File: config.mk
export PLATFORM = sky130hd
export DESIGN_NAME = i2c_master_arbiter
export DESIGN_NICKNAME = d
export VERILOG_FILES = /design/src/rtl/i2c_master_arbiter_pkg.sv /design/src/rtl/i2c_master_arbiter_rr_priority_select.sv /design/src/rtl/i2c_master_arbiter.sv
export SDC_FILE = /design/constraint.sdc
export NUM_CORES = 1
export LEC_CHECK = 0
export ABC_CLOCK_PERIOD_IN_PS = 4100
export CAP_MARGIN = 20
export CORE_AREA = 2 2 91 93
export DETAILED_ROUTE_END_ITERATION = 10
export DIE_AREA = 0 0 93 95
export GPL_TIMING_DRIVEN = 0
export PLACE_DENSITY_LB_ADDON = 0.1
export SLEW_MARGIN = 25
export SYNTH_ARGS = -nofsm -noshare
export SYNTH_HDL_FRONTEND = slang
export SYNTH_SLANG_ARGS = --single-unit
File: constraint.sdc
create_clock -name clk -period 4.1 [get_ports clk]
set_input_delay 0.82 -clock clk [delete_from_list [all_inputs] [get_ports clk]]
set_output_delay 0.82 -clock clk [all_outputs]
set_load 0.1 [all_outputs]
File: src/rtl/i2c_master_arbiter_pkg.sv
// rtl/i2c_master_arbiter_pkg.sv - shared types and constants for the I2C master arbiter
package i2c_arbiter_pkg;

  typedef logic [2:0] ArbStateType;

  localparam ArbStateType IDLE      = 3'd0;
  localparam ArbStateType ARBITRATE = 3'd1;
  localparam ArbStateType ISSUE     = 3'd2;
  localparam ArbStateType WAIT_DONE = 3'd3;
  localparam ArbStateType EVALUATE  = 3'd4;
  localparam ArbStateType BACKOFF   = 3'd5;
  localparam ArbStateType REPORT    = 3'd6;

  typedef enum logic [1:0] {
    ST_OK       = 2'd0,
    ST_ACK_ERR  = 2'd1,
    ST_ARB_LOST = 2'd2
  } ArbStatusType;

  // Shared I2C master encodings for address mode and direction
  localparam logic ADDR_7_BIT  = 1'b0;
  localparam logic ADDR_10_BIT = 1'b1;
  localparam logic TX          = 1'b0;
  localparam logic RX          = 1'b1;

endpackage

File: src/rtl/i2c_master_arbiter_rr_priority_select.sv
// rtl/i2c_master_arbiter_rr_priority_select.sv - round-robin first-set-bit selector starting at rr_ptr
module rr_priority_select
  import i2c_arbiter_pkg::*;
#(
  parameter int NUM_REQ = 4,
  parameter int IDX_W   = $clog2(NUM_REQ)
) (
  input  logic [NUM_REQ-1:0] req,
  input  logic [IDX_W-1:0]   rr_ptr,
  output logic [NUM_REQ-1:0] winner,
  output logic [IDX_W-1:0]   idx
);

  int                pos;
  logic [IDX_W-1:0]  pos_idx;

  // Scan offsets from farthest to nearest so the nearest set bit is written last.
  always_comb begin
    winner  = '0;
    idx     = '0;
    pos     = 0;
    pos_idx = '0;
    for (int k = NUM_REQ - 1; k >= 0; k--) begin
      pos = int'(rr_ptr) + k;
      if (pos >= NUM_REQ) pos = pos - NUM_REQ;
      pos_idx = pos[IDX_W-1:0];
      if (req[pos_idx]) begin
        winner          = '0;
        winner[pos_idx] = 1'b1;
        idx             = pos_idx;
      end
    end
  end

endmodule

File: src/rtl/i2c_master_arbiter.sv
// rtl/i2c_master_arbiter.sv - round-robin sharing of one I2C master with retry/backoff on arbitration loss
module i2c_master_arbiter
  import i2c_arbiter_pkg::*;
#(
  parameter int NUM_REQ        = 4,
  parameter int MAX_RETRY      = 3,
  parameter int BACKOFF_CYCLES = 64
) (
  input  logic                  clk,
  input  logic                  rst,
  input  logic [NUM_REQ-1:0]    req,
  input  logic [NUM_REQ*10-1:0] req_addr,
  input  logic [NUM_REQ-1:0]    req_addr_mode,
  input  logic [NUM_REQ-1:0]    req_dir,
  input  logic [NUM_REQ*8-1:0]  req_byte_count,
  output logic [NUM_REQ-1:0]    grant,
  output logic [NUM_REQ-1:0]    done,
  output logic [1:0]            status,
  output logic                  begin_transaction,
  output logic [9:0]            bus_address,
  output logic                  address_mode,
  output logic                  data_direction,
  output logic [7:0]            byte_count,
  input  logic                  master_busy,
  input  logic                  bus_busy,
  input  logic                  transaction_complete,
  input  logic                  ack_error,
  input  logic                  arbitration_lost
);

  localparam int IDX_W   = $clog2(NUM_REQ);
  localparam int RETRY_W = $clog2(MAX_RETRY + 2);
  localparam int BO_W    = $clog2(BACKOFF_CYCLES + 1);

  ArbStateType          state;
  logic [IDX_W-1:0]     idx;
  logic [IDX_W-1:0]     rr_ptr;
  logic [RETRY_W-1:0]   retry_cnt;
  logic [BO_W-1:0]      backoff_cnt;
  logic                 ack_flag;
  logic                 arb_flag;
  logic [NUM_REQ-1:0]   sel_winner;
  logic [IDX_W-1:0]     sel_idx;

  rr_priority_select #(.NUM_REQ(NUM_REQ), .IDX_W(IDX_W)) u_select (
    .req    (req),
    .rr_ptr (rr_ptr),
    .winner (sel_winner),
    .idx    (sel_idx)
  );

  always_ff @(posedge clk or posedge rst) begin
    if (rst) begin
      state             <= IDLE;
      idx               <= '0;
      rr_ptr            <= '0;
      retry_cnt         <= '0;
      backoff_cnt       <= '0;
      ack_flag          <= 1'b0;
      arb_flag          <= 1'b0;
      grant             <= '0;
      done              <= '0;
      status            <= ST_OK;
      begin_transaction <= 1'b0;
      bus_address       <= '0;
      address_mode      <= 1'b0;
      data_direction    <= 1'b0;
      byte_count        <= '0;
    end else begin
      begin_transaction <= 1'b0;
      case (state)
        IDLE: if (|req) state <= ARBITRATE;
        ARBITRATE: begin
          if (|req) begin
            idx            <= sel_idx;
            grant          <= sel_winner;
            bus_address    <= req_addr[int'(sel_idx)*10 +: 10];
            address_mode   <= req_addr_mode[sel_idx];
            data_direction <= req_dir[sel_idx];
            byte_count     <= req_byte_count[int'(sel_idx)*8 +: 8];
            state          <= ISSUE;
          end else begin
            state <= IDLE;
          end
        end
        ISSUE: begin
          if (!master_busy && !bus_busy) begin
            begin_transaction <= 1'b1;
            state             <= WAIT_DONE;
          end
        end
        WAIT_DONE: begin
          ack_flag <= ack_flag | ack_error;
          arb_flag <= arb_flag | arbitration_lost;
          if (transaction_complete) state <= EVALUATE;
        end
        // done is raised here so it is visible during REPORT while grant still holds
        EVALUATE: begin
          if (arb_flag && (retry_cnt < RETRY_W'(MAX_RETRY))) begin
            retry_cnt   <= retry_cnt + RETRY_W'(1);
            ack_flag    <= 1'b0;
            arb_flag    <= 1'b0;
            backoff_cnt <= BO_W'(BACKOFF_CYCLES);
            state       <= BACKOFF;
          end else begin
            done   <= grant;
            status <= arb_flag ? ST_ARB_LOST : (ack_flag ? ST_ACK_ERR : ST_OK);
            state  <= REPORT;
          end
        end
        BACKOFF: begin
          backoff_cnt <= backoff_cnt - BO_W'(1);
          if (backoff_cnt == BO_W'(1)) state <= ISSUE;
        end
        REPORT: begin
          done      <= '0;
          status    <= ST_OK;
          grant     <= '0;
          rr_ptr    <= (idx == IDX_W'(NUM_REQ - 1)) ? '0 : idx + IDX_W'(1);
          retry_cnt <= '0;
          ack_flag  <= 1'b0;
          arb_flag  <= 1'b0;
          state     <= IDLE;
        end
        default: state <= IDLE;
      endcase
    end
  end

endmodule
==> reports/qor.yml, run 1 <==
timing:
  maxSlewViolCount: 0
  layout_setup_ws_ps: 608
  tightest_slew_ps: 1020
  tns_ps: 0
  clock_skew_ps: 13.8
  hold_viol_final: 0
  rsz0062_at_grt: "no"
  slew_headroom_pct: 31.7
  post-route-min-period_ps: 3490
  setup-violations-final: 0
  fin_crit_sh_pct: 85.2
  fmax_mhz: 286
  holdWs_ps: 503
grt:
  grt_max_degree: 51
  overflow: 0
  grt_pass1_wl_um: 20200
  grt_util_met3_pct: 6.46
  antenna_found_initial: 0
  grt_pass1_vias: 4169
  busiest_layer: "met2"
  grt_use_met2_pct: 48.9
  track_usage_pct: 28.8
  grt_use_met1_pct: 35.9
layout:
  antenna_cells: 0
  area_delta_synth_final_pct: 36.9
  fin_util_pct: 67.1
  final_nets: 668
  drive_above_1_share_pct: 8.83
placement:
  gp_congestion: 0.931
  numPortBuffers: 120
  detailed_place_hpwl_um: 9280
  pre_cts_slack_ps: 692
logic_synthesis:
  synth_edf_count: 0
  synth_area_per_cell_um2: 8.87
  synth_area_leaders: "dfrtp_1 32%, o21ai_0 4.9%, nand3_1 4.5%"
  synth_most_common_cell: "dfrtp_1"
  syn_inst: 438
  synth_top_area_share_pct: 32.2
  synth_common_cells: "50 x dfrtp_1, 45 x nand2_1, 38 x o21ai_0"
  async_flop_share_pct: 100
  yosysSeqAreaShare_pct: 32.2
  ys_types: 72
  ys_seq_elements: 50
  syn_area_mm2: 0.00388
  synth-warning-count: 0
  synthFlopType: "dfrtp_1"
  synth_top_area_cell: "dfrtp_1"
  syn-num-nets: 541
worst_hold_path:
  hold_class: "flip-flop to flip-flop"
  holdPathStages: 1
  hp-start: "status[0]"
  min_to: "status[0]"
cts:
  cts_tree: "done"
  clock_path_buffers: 2
  insertion_delay_ps: 330
  cts_inserted_buffers: 5
  cts_hold_buf: 0
  post_cts_buffers: 0
  cts.clk_slew.worst_paths_ps: 110
  h-tree-depth: 2
  root_buffer: "clkbuf_8"
  cts.sink_count: 50
  post_cts_resized: 0
setup_path:
  path_class: "flip-flop to flip-flop"
  crit_required_ps: 4300
  timing.rr.end: "byte_count[1]"
  r2r_start: "rr_ptr[0]"
  reg2reg_slack_ps: 610
  worstSetupStartpoint: "rr_ptr[0]"
  start_kind: "flip-flop"
  critPathArrivalTime_ps: 3700
  worst-path-max-fanout: 13
  end_kind: "flip-flop"
  reg2reg_depth: 12
outcome:
  status: "complete, no violations"
route:
  viasPerCell: 6.33
  drt_first_iter_violations: 380
  drc_errors: 0
  vias: 4250
  antenna_left: 0
  routed_wl_um: 12900
  first_pass_iters: 8
  route.detailed.wl_per_inst_um: 19.2
run:
  timing.max_cap.violations: 0
pwr:
  ir_drop_v: 0.000529
  power_mw: 4.54
  p_per_area_mw_per_mm2: 854
  p_leak_nw: 2.14
floorplan:
  num_rows: 33
  die_y_um: 95
  fp.coreArea_mm2: 0.00793
  start_util_pct: 49.0
  io_pins: 122
  die_w_um: 93
  dieArea_mm2: 0.00884
==> per-layer routing <==
metal,vias to the layer above,share of wire (%)
met4,0,2.1
met3,30,8.9
met5,-,0
li1,1952,-
met1,2033,40
met2,235,49
==> sequential cells by signal, summed over array words and instances, names as in the netlist <==
signal	count
ack_flag	1
address_mode	1
arb_flag	1
backoff_cnt	7
begin_transaction	1
bus_address	10
byte_count	8
data_direction	1
done	4
grant	4
idx	2
retry_cnt	3
rr_ptr	2
state	3
status	2
==> critical path, stage by stage (launching register included) <==
cell      delay, ps
dfrtp_1         500
buf_6           200
inv_1            70
buf_2           220
ha_1            310
buf_2           210
mux2i_2         370
mux2i_4         200
o21ai_4         400
clkbuf_1        380
a21boi_0        180
o21ai_0         190
nand4_1         110
==> layout make-up <==
type | instances | area (um^2)
plain buffers | 30 | 163
clock buffers | 5 | 68.8
clock inverters | 3 | 28.8
fillers | 667 | 2610
inverters | 11 | 43.8
multi-input cells | 347 | 2430
flip-flops and latches | 50 | 1250
well taps | 105 | 131
repair buffers | 120 | 1200
==> layout by cell type (no fill, tap or decap), types with 3 or more instances in the layout <==
cell	instances
clkdlybuf4s50_1	120
dfrtp_1	50
nand2_1	45
o21ai_0	38
nand3_1	35
nor2_1	25
a222oi_1	16
mux2i_1	14
buf_2	12
ha_1	12
clkbuf_1	11
a21boi_0	11
inv_1	10
a21oi_1	9
and3_1	9
a32oi_1	9
o22a_1	9
a21o_1	8
nand4_1	8
nand2b_1	7
nor4_1	6
a211oi_1	6
o21ai_1	5
a22o_1	5
o211ai_1	5
clkbuf_8	5
buf_6	4
a221o_1	4
o221ai_1	4
nor2b_1	3
a211o_1	3
nor3_1	3
mux2i_4	3
==> power breakdown <==
part / leakage (nW) / internal [mW] / switching [mW]
clock: 0.0502 / 0.127 / 0.206
combinational: 1.46 / 1.06 / 2.26
sequential: 0.628 / 0.707 / 0.181
total: 2.14 / 1.89 / 2.65
==> stage by stage <==
stage / area (um^2) / std cells
finish: 5320 / 671
global route: 5320 / 671
CTS: 5320 / 671
detailed placement: 5220 / 663
global placement: 5220 / 663
floorplan: 3880 / 438
==> cells by family (layout without fill, tap and decap cells) <==
group                      after synthesis  after routing  share of synthesized area (%)
xor gates and xnor gates                 3              3                          0.676
muxes                                   23             23                           7.63
AOI/OAI and AO/OA                      153            153                           29.7
and+or+nand+nor                        156            156                           20.6
buffers and inverters                   41            169                           5.25
adders and majority gates               12             12                           3.86
DFF                                     50             50                           32.2
==> worst max-delay path by stage <==
stage                      to  depth (start not counted)
3_3_place_gp   bus_address[5]                         12
6_report        byte_count[1]                         12
3_5_place_dp   bus_address[5]                         12
4_1_cts         byte_count[1]                         12
2_1_floorplan   byte_count[0]                         12
5_1_grt        bus_address[5]                         12
Power figures use the tool's default switching activity.
==> inputs of run 2 (changes only) <==
Settings changed: GPL_TIMING_DRIVEN 0 to default.
==> run 2 against run 1 <==
Core utilization shrank 1.1 points. Largest power group unchanged. Power shrank 2.3%. Via count shrank 2.9%. Highest routed layer unchanged. Flip-flop and latch count is the same.
==> reports/qor.yml, run 2 (synthesis gave the netlist of run 1 again) <==
layout:
  final_nets: 649
  fin_util_pct: 66.0
  seqCellArea_mm2: 0.00125
  final-instance-count-excl-fill: 652
  reg_top3: "bus_address (10), byte_count (8), backoff_cnt (7)"
  fillers: 688
  largest_reg_flops: 10
  multiInputGateArea_mm2: 0.00243
  drive_above_1_share_pct: 7.68
  largest_register: "bus_address"
  antenna_cells: 0
  final_common_cell: "clkdlybuf4s50_1"
  final_cell_mix: "121 x clkdlybuf4s50_1, 50 x dfrtp_1, 45 x nand2_1, 38 x o21ai_0, 35 x nand3_1"
  area_delta_synth_final_pct: 34.7
pwr:
  p_int_mw: 1.86
  p_per_area_mw_per_mm2: 848
  power_switching_mw: 2.57
  power_mw: 4.44
  pwr-share-comb_pct: 72.7
  clockPowerShare_pct: 6.8
  p_leak_nw: 2.09
  seq_power_share_pct: 20.5
  ir_drop_v: 0.000444
  p_sw_share_pct: 58.0
timing:
  fin_crit_sh_pct: 85.8
  clock_skew_ps: 5.50
  fmax_mhz: 284
  hold_viol_final: 0
  maxSlewViolCount: 0
  rsz0062_at_grt: "no"
  slew_headroom_pct: 32.1
  tns_ps: 0
  setup-violations-final: 0
  tightest_slew_ps: 1020
  layout_setup_ws_ps: 584
  post-route-min-period_ps: 3520
setup_path:
  start_kind: "flip-flop"
  crit_required_ps: 4290
  worst-path-max-fanout: 16
  end_kind: "flip-flop"
  path_class: "flip-flop to flip-flop"
  reg2reg_depth: 8
  critPathArrivalTime_ps: 3700
placement:
  detailed_place_hpwl_um: 8870
  pre_cts_slack_ps: 502
  numPortBuffers: 121
  placed_cells: 644
  gp_congestion: 0.894
cts:
  cts_hold_buf: 0
  cts.sink_count: 50
  cts.clk_slew.worst_paths_ps: 100
  clock_path_buffers: 2
  post_cts_resized: 0
  cts_inserted_buffers: 5
  post_cts_buffers: 0
  h-tree-depth: 2
  root_buffer: "clkbuf_8"
  insertion_delay_ps: 310
  cts_tree: "done"
grt:
  grt_pass1_wl_um: 19600
  grt_max_degree: 51
  overflow: 0
  track_usage_pct: 27.6
  antenna_found_initial: 0
  grt_pass1_vias: 4143
route:
  drt_first_iter_violations: 332
  viasPerCell: 6.33
  drc_errors: 0
  first_pass_iters: 6
  vias: 4126
  route.detailed.wl_per_inst_um: 18.6
  antenna_left: 0
  routed_wl_um: 12100
floorplan:
  die_y_um: 95
  io_pins: 122
  fp.coreArea_mm2: 0.00793
  num_rows: 33
  start_util_pct: 49.0
  dieArea_mm2: 0.00884
  die_w_um: 93
run:
  timing.max_cap.violations: 0
worst_hold_path:
  hold_class: "flip-flop to flip-flop"
  holdPathStages: 1
outcome:
  status: "complete, no violations"
-- run 2: cell types whose count changed in the layout (fill, tap and decap cells not counted), moves of 4 or more --
cell      previous run  this run
buf_2               12         0
buf_4                1        10
buf_6                4         0
clkbuf_1            11         0
-- run 2: critical path: stages, from the launching register on --
cell      delay (ps)
dfrtp_1          650
inv_1            280
ha_1             560
mux2i_2          430
mux2i_4          210
nor2_2           560
o21ai_0          220
a222oi_1         340
nand3_1          130
-- run 2: path summary, 6_finish.rpt --
check	slack [ps]	start	endpoint
max in group asynchronous	2740	rst	status[0]
worst min-delay path	500	status[0]	status[0]
worst max register to register	580	rr_ptr[1]	byte_count[5]
worst max-delay path	580	rr_ptr[1]	byte_count[5]
min in group asynchronous	940	rst	data_direction
worst min register to register	500	status[0]	status[0]
-- run 2: power groups by stage --
stage | clock network [mW] | logic [mW] | registers [mW]
after floorplan | 0 | 1.54 | 1.79
final | 0.302 | 3.23 | 0.907
after global routing | 0.330 | 3.43 | 0.944
after detailed placement | 0 | 3.20 | 0.911
after global placement | 0 | 3.15 | 0.909
after CTS | 0.306 | 3.21 | 0.905
-- run 2: layer usage --
| layer | track usage, % | share of wire [%] | up-vias |
|---|---|---|---|
| li1 | - | - | 1909 |
| met1 | 34.1 | 40 | 1978 |
| met2 | 47.7 | 51 | 212 |
| met3 | 5.11 | 7.6 | 27 |
| met4 | 11.4 | 2.0 | 0 |
| met5 | 0 | 0 | - |
-- run 2: final cells by class --
cell class | count | area share, %
clock buffers | 5 | 1.32
clock inverters | 3 | 0.407
inverters | 11 | 0.837
multi-input cells | 347 | 46.4
flip-flops and latches | 50 | 23.9
well taps | 105 | 2.51
repair buffers | 131 | 24.6
-- run 2: per-stage QoR --
stage	hold slack, ps	area (um^2)
2_1_floorplan	470	3880
3_3_place_gp	479	5140
3_5_place_dp	485	5140
4_1_cts	507	5230
5_1_grt	531	5230
6_report	503	5230
